`config.mk`:
```
export PLATFORM = sky130hd
export DESIGN_NAME = mux_n_pipe
export DESIGN_NICKNAME = d
export VERILOG_FILES = /design/src/rtl/mux_n_pipe_pkg.sv /design/src/rtl/mux_n.sv /design/src/rtl/mux_n_pipe.sv
export SDC_FILE = /design/constraint.sdc
export NUM_CORES = 1
export LEC_CHECK = 0
export BUFFER_PORTS_ARGS = -buffer_cell sky130_fd_sc_hd__buf_4
export CAP_MARGIN = 10
export CORE_MARGIN = 2
export CORE_UTILIZATION = 47
export CTS_BUF_LIST = sky130_fd_sc_hd__clkbuf_16
export DETAILED_ROUTE_END_ITERATION = 10
export PLACE_DENSITY = 0.9
export SETUP_SLACK_MARGIN = 0.3
export SYNTH_ARGS = -nofsm -noshare
export SYNTH_HDL_FRONTEND = slang
export SYNTH_HIERARCHICAL = 1
export SYNTH_SLANG_ARGS = --single-unit
```
`constraint.sdc`:
```
create_clock -name clk -period 2.15 [get_ports clk]
set_clock_uncertainty 0.2 [all_clocks]
set_input_delay 0.215 -clock clk [delete_from_list [all_inputs] [get_ports clk]]
set_output_delay 0.215 -clock clk [all_outputs]
set_load 0.01 [all_outputs]
```
`src/rtl/mux_n_pipe_pkg.sv`:
```
// Shared types and helpers for the mux_n_pipe selector pipeline.
package mux_n_pipe_pkg;

  // Width of the saturating out-of-range counter.
  localparam int ERR_CNT_W = 16;

  // Occupancy of the two-entry output stage.
  typedef enum logic [1:0] {
    EMPTY = 2'd0,
    ONE   = 2'd1,
    TWO   = 2'd2
  } state_e;

  // Selector width: clog2(n), never narrower than one bit.
  function automatic int sel_width(input int n);
    return (n <= 2) ? 1 : $clog2(n);
  endfunction

endpackage

```
`src/rtl/mux_n.sv`:
```
// Combinational N-to-1 selector. Out-of-range selector gives zero data and o_err.
module mux_n #(
  parameter int NUM_IN = 4,
  parameter int WIDTH  = 32,
  parameter int SEL_W  = 2
) (
  input  logic [SEL_W-1:0]        i_selector,
  input  logic [NUM_IN*WIDTH-1:0] i_data,
  output logic [WIDTH-1:0]        o_data,
  output logic                    o_err
);

  // Scan all legal indices; an unmatched selector keeps the zero/err default.
  always_comb begin
    o_data = '0;
    o_err  = 1'b1;
    for (int unsigned i = 0; i < NUM_IN; i++) begin
      if (i_selector == SEL_W'(i)) begin
        o_data = i_data[i*WIDTH +: WIDTH];
        o_err  = 1'b0;
      end
    end
  end

endmodule

```
`src/rtl/mux_n_pipe.sv`:
```
// N-input W-bit selector with valid/ready on both sides and a two-entry skid
// stage (main + skid) giving full throughput with a registered in_ready.
// Optional build macro: MUX_N_PIPE_ERR_COUNT_EN adds the err_count output.
module mux_n_pipe
  import mux_n_pipe_pkg::*;
#(
  parameter  int NUM_IN = 4,
  parameter  int WIDTH  = 32,
  localparam int SEL_W  = sel_width(NUM_IN)
) (
  input  logic                    clk,
  input  logic                    reset,
  input  logic [SEL_W-1:0]        selector,
  input  logic [NUM_IN*WIDTH-1:0] data_in,
  input  logic                    in_valid,
  output logic                    in_ready,
  output logic [WIDTH-1:0]        data_out,
  output logic                    sel_err,
  output logic                    out_valid,
`ifdef MUX_N_PIPE_ERR_COUNT_EN
  output logic [ERR_CNT_W-1:0]    err_count,
`endif
  input  logic                    out_ready
);

  state_e             r_state;
  state_e             w_next;
  logic               r_in_ready;
  logic [WIDTH-1:0]   r_main_data;
  logic               r_main_err;
  logic [WIDTH-1:0]   r_skid_data;
  logic               r_skid_err;
  logic [WIDTH-1:0]   w_sel_data;
  logic               w_sel_err;
  logic               w_in_fire;
  logic               w_out_fire;
  logic               w_load_main;
  logic               w_load_skid;
  logic               w_skid_to_main;

  mux_n #(
    .NUM_IN (NUM_IN),
    .WIDTH  (WIDTH),
    .SEL_W  (SEL_W)
  ) u_mux (
    .i_selector (selector),
    .i_data     (data_in),
    .o_data     (w_sel_data),
    .o_err      (w_sel_err)
  );

  assign in_ready   = r_in_ready;
  assign out_valid  = (r_state != EMPTY);
  assign data_out   = r_main_data;
  assign sel_err    = r_main_err;
  assign w_in_fire  = in_valid && r_in_ready;
  assign w_out_fire = out_valid && out_ready;

  // State register; in_ready is precomputed from the next state so it is a flop.
  always_ff @(posedge clk or negedge reset) begin
    if (!reset) begin
      r_state    <= EMPTY;
      r_in_ready <= 1'b1;
    end else begin
      r_state    <= w_next;
      r_in_ready <= (w_next != TWO);
    end
  end

  // Next-state and storage load enables.
  always_comb begin
    w_next         = r_state;
    w_load_main    = 1'b0;
    w_load_skid    = 1'b0;
    w_skid_to_main = 1'b0;
    case (r_state)
      EMPTY: begin
        if (w_in_fire) begin
          w_load_main = 1'b1;
          w_next      = ONE;
        end
      end
      ONE: begin
        if (w_in_fire && w_out_fire) begin
          w_load_main = 1'b1;
        end else if (w_in_fire) begin
          w_load_skid = 1'b1;
          w_next      = TWO;
        end else if (w_out_fire) begin
          w_next      = EMPTY;
        end
      end
      TWO: begin
        if (w_out_fire) begin
          w_skid_to_main = 1'b1;
          w_next         = ONE;
        end
      end
      default: w_next = EMPTY;
    endcase
  end

  // Main and skid data registers; main holds steady unless a load is enabled.
  always_ff @(posedge clk or negedge reset) begin
    if (!reset) begin
      r_main_data <= '0;
      r_main_err  <= 1'b0;
      r_skid_data <= '0;
      r_skid_err  <= 1'b0;
    end else begin
      if (w_load_main) begin
        r_main_data <= w_sel_data;
        r_main_err  <= w_sel_err;
      end else if (w_skid_to_main) begin
        r_main_data <= r_skid_data;
        r_main_err  <= r_skid_err;
      end
      if (w_load_skid) begin
        r_skid_data <= w_sel_data;
        r_skid_err  <= w_sel_err;
      end
    end
  end

`ifdef MUX_N_PIPE_ERR_COUNT_EN
  logic [ERR_CNT_W-1:0] r_err_count;

  assign err_count = r_err_count;

  // Saturating count of accepted transfers with an out-of-range selector.
  always_ff @(posedge clk or negedge reset) begin
    if (!reset) begin
      r_err_count <= '0;
    end else if (w_in_fire && w_sel_err && (r_err_count != '1)) begin
      r_err_count <= r_err_count + 1'b1;
    end
  end
`endif

endmodule

```
=== Word-level counts from Yosys, hierarchy flattened ===
Cells that the tools add are included.

* Register bits: 69
* Input bits: 134
* Output and inout bits: 35
* Word-level logic and storage cells: 44

* Eq/ne operators: 6
* Mux-type cells: 25
* Reductions and logical operators: 7

{| class="wikitable"
|+ Operators with widths
! operator !! number
|-
| $mux W32 || 6
|-
| $mux W1 || 12
|-
| $mux W2 || 5
|-
| $eq A2 B2 Y1 const B || 3
|-
| $pmux W2 S3 || 1
|-
| $eq A2 B1 Y1 const B || 2
|-
| $logic_not A2 Y1 || 2
|-
| $reduce_bool A2 Y1 || 2
|-
| $logic_and A1 B1 Y1 || 3
|-
| $ne A2 B2 Y1 const B || 1
|-
| $pmux W1 S2 || 1
|}

=== Longest topological paths before layout ===
* Depth after elaboration: 7
* Mapped depth: 5
* Depth with buffers taken out: 3

=== Hierarchy ===
Netlist, hierarchy kept.

{| class="wikitable"
|+ By module, submodules not included
! module !! instances !! cells an instance !! area an instance (um2) !! seq. area each (um2)
|-
| mux_n_pipe || 1 || 198 || 2867.8 || 1727.9
|-
| mux_n || 1 || 41 || 825.8 || 0.0
|}

=== Least setup slack after synthesis ===
Ideal clock, no wire load.

* Path kind: flip-flop to flip-flop
* Start point: register r_in_ready, in the netlist in_ready
* End point: register r_skid_data[10]
* Library setup time: 0.125 ns
* Data arrival time: 1.367 ns
* Data required time: 1.825 ns
* Slack: 0.459 ns
* Cell stages (with the launch flop): 5
* Buffers on the path: 1
* Clock period less this slack: 1.691 ns
* Path through: dfstp_2 -> nand3b_1 -> nor2_4 -> buf_4 -> mux2_2

* Cells in the longest elaborated chain, start to end: 4
* Elaborated cells on any way between the ends: 5
* Classes of those cells: 3 x mux; 2 x reduce/logical

{| class="wikitable"
|+ RTL lines
! element !! line !! text
|-
| start, declared || mux_n_pipe.sv:28 || <nowiki>logic r_in_ready;</nowiki>
|-
| start signal, assigned || mux_n_pipe.sv:66 || <nowiki>r_in_ready <= (w_next != TWO);</nowiki>
|-
| $logic_and A1 B1 Y1 (*) || mux_n_pipe.sv:56 || <nowiki>assign w_in_fire = in_valid && r_in_ready;</nowiki>
|-
| $mux W1 or $logic_and A1 B1 Y1 (tied branches) || mux_n_pipe.sv:86, mux_n_pipe.sv:84 ||
|-
| $mux W1 (*) || mux_n_pipe.sv:84 || <nowiki>if (w_in_fire && w_out_fire) begin</nowiki>
|-
| $mux W1 (*) || mux_n_pipe.sv:76 || <nowiki>case (r_state)</nowiki>
|-
| end signal, assigned || mux_n_pipe.sv:119 || <nowiki>r_skid_data <= w_sel_data;</nowiki>
|-
| end, declared || mux_n_pipe.sv:31 || <nowiki>logic [WIDTH-1:0] r_skid_data;</nowiki>
|}

Every way passes the cells marked *; elsewhere a longest branch is shown, timed or not.
A chain may end at the register's enable or synchronous reset.

=== Final worst setup path ===
* Start point: register r_in_ready, in the netlist in_ready
* End point: register r_main_data[1], in the netlist data_out[1]

* Cells in the longest elaborated chain, start to end: 5
* Elaborated cells on any way between the ends: 7
* Classes of those cells: 4 x mux; 3 x reduce/logical

{| class="wikitable"
|+ RTL lines
! element !! line !! text
|-
| $logic_and A1 B1 Y1 (*) || mux_n_pipe.sv:56 ||
|-
| $logic_and A1 B1 Y1 || mux_n_pipe.sv:84 ||
|-
| $mux W1 || mux_n_pipe.sv:84 ||
|-
| $pmux W1 S2 (*) || mux_n_pipe.sv:76 ||
|-
| $mux W32 or $reduce_bool A2 Y1 (tied branches) || - ||
|-
| end signal, assigned || mux_n_pipe.sv:112 || <nowiki>r_main_data <= w_sel_data;</nowiki>
|-
| end signal, assigned || mux_n_pipe.sv:115 || <nowiki>r_main_data <= r_skid_data;</nowiki>
|-
| end, declared || mux_n_pipe.sv:29 || <nowiki>logic [WIDTH-1:0] r_main_data;</nowiki>
|}

Marks and branches as above.

==> implementation parameters <==
Parameter                              Value

Global route
  Overall overflow remaining after global route ... 0
  Global router's overall resource usage ... 0.239
  Number of antenna violations at the first check in global routing ... 0
  Largest net degree at the start of global routing ... 37
  Number of global-route vias before repair ... 3256
  Global-route wire length before repair ... around 16000 µm

Logic synthesis
  Compound-gate portion of the synthesized area ... 0.0989
  Instance count of the mapped netlist ... ~240
  Yosys warning count ... 6
  Post-synthesis share of cell area spent on xor and xnor gates ... 0
  Dominant combinational cell family by area after synthesis ... multiplexers
  Mux cell area share after synthesis ... 0.300
  Seq cells post-synth ... 69
  Post-synthesis share of cell area spent on and, or, nand and nor gates ... 0.0769
  Adder-cell share of the synthesized area ... 0
  Post-synthesis net count ... ~370
  Number of different library cells in the post-synthesis netlist ... 29
  Cell area after synthesis ... 0.00369 mm²
  Post-synthesis sequential area ratio ... 0.468
  Synth Area per Inst ... roughly 15 µm²

Timing
  Upper clock frequency limit ... 554 MHz
  Post-Route Setup TNS ... 0 ns
  Hold violation total from the final report ... 0
  RSZ-0062 raised after global routing ... yes
  Slew @ Worst Pin ... 0.537 ns
  Worst slew margin relative to its limit ... 0.641
  Minimum hold slack ... around 0.063 ns
  Number of setup violations in the final report ... 0
  Period utilization ... 0.840
  Clock period minus worst slack ... 1.81 ns
  Final-report max-slew violation count ... 0

Placed design
  IO buf count ... between 150 and 200
  RePlAce Congestion ... 0.723
  Post-DP HPWL ... around 7200 µm
  Placed cell areas ... 0.00501 mm²
  Dpl cells ... roughly 500

Floorplanning
  Standard-cell rows ... 32
  Height of the die ... about 93 µm
  Die area ... between 0.008 and 0.009 mm²
  Ports ... between 150 and 200
  Horizontal extent of the die ... slightly above 90 µm
  Total core area ... a little under 0.008 mm²
  Initial Utilization ... 0.480

Clocking
  Total clock buffers created by CTS ... 9
  Root buffer cell ... clkbuf_16
  Clk sinks ... a little under 70
  Clock-pin slew of the registers on the worst-case setup and hold paths ... ~0.06 ns
  Longest Clk Path Bufs ... 2
  CTS tree ... built
  Worst-skew pair later-pin latency ... 0.32 ns
  Number of levels in the clock H-tree ... 3

Route
  Starting DRT DRC Count ... 143
  Drt pass-1 iters ... 4
  Total wire length ... a little over 10000 µm
  Via Count ... between 2000 and 3000
  Post-route ant nets ... 0
  Drc violations ... 0
  Average detailed-routed wire length per instance ... ~20 µm
  Via/cell ratio ... roughly 5.8

Setup path
  Critical path type ... reg -> reg
  FF-to-FF End ... data_out[1]$_DFFE_PN0P_
  Setup crit end kind ... register
  Crit path arrival time ... 1.80 ns
  Worst Path Required ... ~2.1 ns
  Crit Path Max Fanout ... 17
  Internal reg-to-reg setup slack ... approximately 0.34 ns
  Reg2Reg Depth ... 5
  Element type at the critical path start ... register
  Last element of the critical path ... data_out[1]$_DFFE_PN0P_
  Timing startpoint of the critical path ... in_ready$_DFF_PN1_
  Reg-to-Reg Start ... in_ready$_DFF_PN1_

Pwr
  IR drop worst, VDD ... between 0.6 and 0.7 mV
  Leakage power figure ... approximately 2.5 nW
  PD cells ... around 1100 mW/mm²

Run status
  Run status ... completed

Cells and area
  Synthesis-to-finish area growth ... 46.9%
  Post-route non-filler standard cell count ... roughly 520
  Post-route design area ... about 0.0054 mm²
  Count of antenna diodes in the layout ... 0
  NumNets Final ... between 500 and 600
  Share of cells above drive strength 1 ... 0.621

Min path
  Hold crit path type ... in -> reg

Job
  Max cap viols ... 0
state kept, by name (all words and copies together) (netlist names):
signal / count
sel_err: 1
in_ready: 1
r_skid_err: 1
data_out: 32
r_skid_data: 32
r_state: 2
worst min-delay path by stage:
stage,from,end,cells past startpoint
5_1_grt,out_ready,r_state[0]$_DFF_PN0_,3
2_1_floorplan,reset,data_out[0]$_DFFE_PN0P_,0
3_3_place_gp,reset,r_state[0]$_DFF_PN0_,1
4_1_cts,out_ready,r_state[0]$_DFF_PN0_,3
3_5_place_dp,reset,r_state[0]$_DFF_PN0_,1
6_report,out_ready,r_state[0]$_DFF_PN0_,3
layout make-up:
cell class	count	area [µm²]
Clock inverter	7	90.1
Fill cell	561	2260
Tap cell	102	128
Multi-Input combinational cell	150	1800
Sequential cell	69	1730
Clock buffer	9	225
Timing Repair Buffer	183	1450
Inverter	1	3.75
power breakdown:
group	internal, W	switching (W)	leakage [nW]
clock network	0.00101	0.000534	0.153
logic	0.00128	0.000878	1.49
registers	0.00194	0.000360	0.835
total	0.00422	0.00177	2.48
through the flow:
step | util | setup WS, ns | power (W)
after global routing | 0.706 | 0.285 | 0.00627
after detailed placement | 0.652 | 0.0246 | 0.00437
after CTS | 0.702 | 0.278 | 0.00599
after global placement | 0.652 | 0.0707 | 0.00422
after floorplan | - | 0.459 | 0.00336
final | 0.706 | 0.344 | 0.00599
synth_stat cells:
cell / instances / area (µm²)
dfrtp_1: 68 / 1700
a221o_1: 33 / 330
and2_0: 30 / 188
mux4_2: 30 / 676
mux2_2: 24 / 270
mux2_1: 9 / 101
buf_4: 7 / 52.6
buf_2: 6 / 30.0
buf_6: 5 / 56.3
and2_1: 3 / 18.8
buf_12: 3 / 60.1
and3b_1: 2 / 17.5
mux4_1: 2 / 52.6
nand2b_1: 2 / 12.5
a21o_1: 1 / 7.51
a21oi_1: 1 / 5.00
a21oi_4: 1 / 16.3
conb_1: 1 / 3.75
dfstp_2: 1 / 26.3
inv_1: 1 / 3.75
mux2i_1: 1 / 10.0
nand2_1: 1 / 3.75
nand3b_1: 1 / 7.51
nand4b_1: 1 / 8.76
nor2_1: 1 / 3.75
nor2_4: 1 / 11.3
nor2b_1: 1 / 6.26
o22ai_1: 1 / 6.26
or2_2: 1 / 6.26
metal layers:
layer / share of wire / global-route usage / up-vias
met3: 0.066 / 0.0521 / 12
met2: 0.55 / 0.445 / 129
met1: 0.37 / 0.279 / 1554
met5: 0 / 0 / -
li1: - / - / 1302
met4: 0.011 / 0.0625 / 0
timing repair:
item                                    4_1_cts  5_1_grt
hold buffers                                  2        0
buffers inserted                              1        2
pin swaps                                     0        2
endpoints found under the hold margin        35        0
gates resized for setup                       5        3
gates cloned                                  1        1
endpoints found under the setup margin       33       49
critical path, stage by stage, from the launching register on:
cell and delay [ns]:
dfstp_2 0.53, buf_4 0.12, and3b_2 0.27, a21oi_4 0.08
buf_12 0.16, a221o_1 0.32
cells by family (layout without fill, tap and decap cells):
logic type             Yosys count  count (layout)
AOI/OAI and AO/OA               37              38
DFF                             69              69
buffers and inverters           22             200
muxes                           66              66
and+or+nand+nor                 44              45
other                            1               1
cells in the final DEF, fill, tap and decap left out, drive strengths merged:
cell type | synthesis | final
a21o | 1 | 1
a21oi | 2 | 3
a221o | 33 | 33
and2 | 33 | 33
and3b | 2 | 2
buf | 21 | 181
bufinv | 0 | 2
clkbuf | 0 | 9
clkinv | 0 | 4
clkinvlp | 0 | 1
conb | 1 | 1
dfrtp | 68 | 68
dfstp | 1 | 1
dlygate4sd3 | 0 | 2
inv | 1 | 1
mux2 | 33 | 33
mux2i | 1 | 1
mux4 | 32 | 32
nand2 | 1 | 1
nand2b | 2 | 2
nand3b | 1 | 1
nand4b | 1 | 1
nor2 | 2 | 3
nor2b | 1 | 1
o22ai | 1 | 1
or2 | 1 | 1
Power figures use the tool's default switching activity.
